File: src/rtl/piece_pattern_fetch.sv
// Tetromino pattern reader: fetches a packed pattern word from a combinational ROM
// and streams four absolute cell coordinates. Optional bounds flag: PATTERN_BOUNDS_CHECK_EN.
module piece_pattern_fetch #(
  parameter int width_p   = 24,
  parameter int depth_p   = 32,
  parameter int board_w_p = 10,
  parameter int board_h_p = 20
) (
  input  logic                           clk_i,
  input  logic                           rst_n_i,
  input  logic                           req_v_i,
  output logic                           req_ready_o,
  input  logic [2:0]                     shape_i,
  input  logic [1:0]                     rot_i,
  input  logic [$clog2(board_w_p)-1:0]   anchor_x_i,
  input  logic [$clog2(board_h_p)-1:0]   anchor_y_i,
  output logic [$clog2(depth_p)-1:0]     rom_addr_o,
  input  logic [width_p-1:0]             rom_data_i,
  output logic                           cell_v_o,
  input  logic                           cell_ready_i,
  output logic [$clog2(board_w_p):0]     cell_x_o,
  output logic [$clog2(board_h_p):0]     cell_y_o,
  output logic [1:0]                     cell_idx_o,
  output logic                           cell_last_o,
  output logic                           cell_oob_o,
  output logic [1:0]                     state_o
);

  localparam int aw_lp  = $clog2(depth_p);
  localparam int xw_lp  = $clog2(board_w_p);
  localparam int yw_lp  = $clog2(board_h_p);
  localparam int cxw_lp = xw_lp + 1;
  localparam int cyw_lp = yw_lp + 1;

  // Handshakes: a transfer happens on a rising edge where valid and ready are both
  // high; valid never depends on ready, and a raised valid holds its payload stable
  // until the transfer completes.

  typedef enum logic [1:0] {
    IDLE  = 2'd0,
    FETCH = 2'd1,
    EMIT  = 2'd2
  } state_e;

  state_e                state_q, state_d;
  logic [aw_lp-1:0]      addr_q;
  logic [xw_lp-1:0]      anchor_x_q;
  logic [yw_lp-1:0]      anchor_y_q;
  logic [width_p-1:0]    word_q;
  logic [1:0]            idx_q;

  logic                  accept;
  logic                  beat_done;
  logic                  emit;
  logic [5:0]            cell_bits;
  logic [2:0]            dx;
  logic [2:0]            dy;
  logic [cxw_lp-1:0]     sum_x;
  logic [cyw_lp-1:0]     sum_y;

  assign emit      = (state_q == EMIT);
  assign accept    = (state_q == IDLE) && req_v_i;
  assign beat_done = emit && cell_ready_i;

  always_ff @(posedge clk_i or negedge rst_n_i) begin
    if (!rst_n_i) begin
      state_q <= IDLE;
    end else begin
      state_q <= state_d;
    end
  end

  always_comb begin
    state_d = state_q;
    case (state_q)
      IDLE:    if (accept) state_d = FETCH;
      FETCH:   state_d = EMIT;
      EMIT:    if (beat_done && (idx_q == 2'd3)) state_d = IDLE;
      default: state_d = IDLE;
    endcase
  end

  // Request capture: later input changes are ignored until the next IDLE accept.
  always_ff @(posedge clk_i or negedge rst_n_i) begin
    if (!rst_n_i) begin
      addr_q     <= '0;
      anchor_x_q <= '0;
      anchor_y_q <= '0;
    end else if (accept) begin
      addr_q     <= aw_lp'({shape_i, rot_i});
      anchor_x_q <= anchor_x_i;
      anchor_y_q <= anchor_y_i;
    end
  end

  always_ff @(posedge clk_i or negedge rst_n_i) begin
    if (!rst_n_i) begin
      word_q <= '0;
      idx_q  <= 2'd0;
    end else if (state_q == FETCH) begin
      word_q <= rom_data_i;
      idx_q  <= 2'd0;
    end else if (beat_done && (idx_q != 2'd3)) begin
      idx_q  <= idx_q + 2'd1;
    end
  end

  always_comb begin
    cell_bits = word_q[5:0];
    case (idx_q)
      2'd1:    cell_bits = word_q[11:6];
      2'd2:    cell_bits = word_q[17:12];
      2'd3:    cell_bits = word_q[23:18];
      default: cell_bits = word_q[5:0];
    endcase
  end

  assign dx = cell_bits[2:0];
  assign dy = cell_bits[5:3];

  // One extra bit on each sum so anchor + 7 never wraps.
  assign sum_x = cxw_lp'(anchor_x_q) + cxw_lp'(dx);
  assign sum_y = cyw_lp'(anchor_y_q) + cyw_lp'(dy);

  assign req_ready_o = (state_q == IDLE);
  assign rom_addr_o  = addr_q;
  assign cell_v_o    = emit;
  assign cell_x_o    = emit ? sum_x : '0;
  assign cell_y_o    = emit ? sum_y : '0;
  assign cell_idx_o  = emit ? idx_q : 2'd0;
  assign cell_last_o = emit && (idx_q == 2'd3);
  assign state_o     = state_q;

`ifdef PATTERN_BOUNDS_CHECK_EN
  localparam logic [cxw_lp-1:0] board_w_c = cxw_lp'(board_w_p);
  localparam logic [cyw_lp-1:0] board_h_c = cyw_lp'(board_h_p);
  assign cell_oob_o = emit && ((sum_x >= board_w_c) || (sum_y >= board_h_c));
`else
  assign cell_oob_o = 1'b0;
`endif

endmodule
File: config.mk
export PLATFORM = sky130hd
export DESIGN_NAME = piece_pattern_fetch
export DESIGN_NICKNAME = d
export VERILOG_FILES = /design/src/rtl/piece_pattern_fetch.sv
export SDC_FILE = /design/constraint.sdc
export NUM_CORES = 1
export LEC_CHECK = 0
export ABC_AREA = 1
export ABC_CLOCK_PERIOD_IN_PS = 6300
export CORE_UTILIZATION = 51
export CTS_CLUSTER_SIZE = 28
export DETAILED_ROUTE_END_ITERATION = 8
export PLACE_DENSITY = 0.86
export SETUP_SLACK_MARGIN = 0.3
export SYNTH_ARGS = -nofsm -noshare
export SYNTH_HDL_FRONTEND = slang
export SYNTH_SLANG_ARGS = --single-unit
export TNS_END_PERCENT = 100
File: constraint.sdc
create_clock -name clk_i -period 6.3 [get_ports clk_i]
set_input_delay 0.63 -clock clk_i [delete_from_list [all_inputs] [get_ports clk_i]]
set_output_delay 0.63 -clock clk_i [all_outputs]
set_load 0.03 [all_outputs]
==> out/results.ini <==
[critical_path]
worst_r2r_path_depth = 4
crit_top_cell = inv_1
r2r_end = idx_q[0]
worstSetupPathType = reg -> out
r2r_start = state_o[1]
cp_slowest_cell = clkdlybuf4s50_1
cp-end-kind = primary output
worstPathArrival_ns = 3.21
cpPeakStageDelay_ns = 0.67
critPathMaxFanout = 7
start_kind = flop
endpoint = cell_y_o[4]
r2r_slack_ns = 4.78
crit_start = idx_q[0]
required_ns = 5.67
path_cells = inv_1 > ha_1 > inv_1 > nor2_1 > a31oi_1 > ha_1 > inv_1 > fa_1 > inv_1 > nand2_1 > nand2_1 > a21oi_1 > nor2_1 > clkdlybuf4s50_1

[pwr]
p_total_mw = 1.60
vdd_drop_max_mv = 0.420
p_per_area_nw_per_um2 = 542
leakage_nw = 1.48

[final_layout]
layout_commonest_cell = nand2_1
area_growth_pct = 33.4
layout.nets = 397
final_core_util = 0.725
layout_common_cells = nand2_1, clkdlybuf4s50_1, dfrtp_1, nand3_1, nor2_1
fin_area_um2 = 2960
antenna_cells = 0
drive_above_1_share = 0.0465
stdcell_count = 394
nFillCells = 337

[drt]
dr.pass1.iters = 4
drt-vias-per-instance = 5.30
top_layer = met4
dr_wl_met3_um = 350
via_count = 2089
drtIter0Drc = 186
wl_met2_mm = 2.74
drc = 0
wl_met1_mm = 2.33
routedWlPerCell_um = 14.0
wl_mm = 5.50
ant_nets = 0

[die]
initial_core_util = 0.543
fp-row-count = 23
dieArea_um2 = 4620
die_x_um = 68.0
die_h_um = 68.0
coreArea_um2 = 4090
io_pins = 66

[synth]
ys_types = 23
netlist_area_um2 = 2220
postSynthAreaPerCell_um2 = 7.87
ys.warnings.count = 0
synth_cells = 282
synth_nets = 336
yosysSeqAreaShare = 0.474
ys_ff_latch = 42

[clock_tree]
cts_resized = 0
cts.sinks = 42
clockBufferDepth = 2
ctsHoldBuffers = 0
tritoncts = yes
cts_setup_buffers = 0
insertion_delay_ns = 0.30
cts_root_buf = clkbuf_8
cts.clk_slew.worst_paths_ns = 0.09
htreeDepth = 2
numCtsBuffers = 5

[placed_design]
dpl_cell_area_um2 = 2850
hpwl_mm = 3.87
place_congestion = 0.876
placed_cells = 386
io_buffers = 64
post-place-ws_ns = 2.84

[timing]
finClkSkew_ns = 0.00788
finalMaxSlewViolations = 0
hold_viol = 0
finalSetupViolCount = 0
layout_min_cycle_time_ns = 3.84
hold-worst-slack_ns = 0.464
fin_setup_tns_ns = 0
fin_crit_sh = 0.610
final.setup.worst_slack_ns = 2.46
tightest_slew_ns = 0.937
maxSlewHeadroom = 0.375
rsz0062_at_grt = false
fmax_ghz = 0.260

[global_route]
grt_overflow = 0
grt_max_degree = 43
antenna_found_initial = 0
grt_pass1_wl_mm = 8.65
track_usage = 0.257
grt_pass1_vias = 1891

[run_status]
status = complete, no violations

[job]
max_cap_viol_count = 0

[min_path]
worst_hold_path_type = in -> async

worst min path at each step:
stage                           from  cells past startpoint            end  slack (ns)
after global placement    word_q[20]                      2     word_q[20]        0.46
after detailed placement  word_q[10]                      2     word_q[10]        0.46
final                        rst_n_i                      1  rom_addr_o[4]        0.46
after CTS                 word_q[10]                      2     word_q[10]        0.48
after floorplan              rst_n_i                      0  anchor_x_q[0]        0.33
after global routing      word_q[13]                      2     word_q[13]        0.51
worst max-delay path: cells and delay by family (launching register included):
| kind | cells | cell delay [ns] |
|---|---|---|
| AO/OA/AOI/OAI | 2 | 0.21 |
| adder cells (fa/ha/maj) | 3 | 0.86 |
| flip-flops | 1 | 0.42 |
| buffers and inverters | 5 | 1.12 |
| AND/OR/NAND/NOR | 4 | 0.31 |
sequential cells by signal, summed over array words and instances, names as in the netlist:
register	flops
idx_q	2
anchor_x_q	4
rom_addr_o	5
state_o	2
word_q	24
anchor_y_q	5
cell families after synthesis:
kind of cell | after synthesis | share of synthesized area
buffers and inverters | 30 | 0.0665
AO/OA/AOI/OAI | 19 | 0.0462
flip-flops | 42 | 0.474
other | 1 | 0.00169
AND/OR/NAND/NOR | 178 | 0.338
adder cells (fa/ha/maj) | 12 | 0.0744
power by group:
group | leakage, nW | internal (mW) | switching [mW] | total (mW)
clock network | 0.0514 | 0.118 | 0.0991 | 0.217
logic | 0.913 | 0.336 | 0.554 | 0.890
registers | 0.519 | 0.399 | 0.0984 | 0.497
total | 1.48 | 0.853 | 0.752 | 1.60
final cells by class:
type	count	area (um^2)	share of cell area
clock buffer	6	72.6	0.0245
multi-input combinational	210	1020	0.345
tap	50	62.6	0.0211
timing repair buffer	65	643	0.217
clock inverter	2	37.5	0.0127
inverter	19	73.8	0.0249
sequential	42	1050	0.355
cells in the mapped netlist, drive strengths merged:
cell,count,area share
nor2,21,0.046
conb,1,0.0017
dfrtp,42,0.47
nand2,127,0.22
inv,18,0.032
o22ai,1,0.0028
clkinv,1,0.0017
o21ai,2,0.0045
buf,10,0.032
a31oi,5,0.014
fa,2,0.018
nand3,30,0.070
ha,10,0.056
a21oi,11,0.025
clkbuf,1,0.0017
metal layers:
| metal | vias up | GRT usage |
|---|---|---|
| met5 | - | 0 |
| met4 | 0 | 0.0651 |
| met3 | 8 | 0.0517 |
| met2 | 83 | 0.430 |
| met1 | 990 | 0.337 |
| li1 | 1008 | - |
No activity file was read; power rests on OpenSTA's default activity.
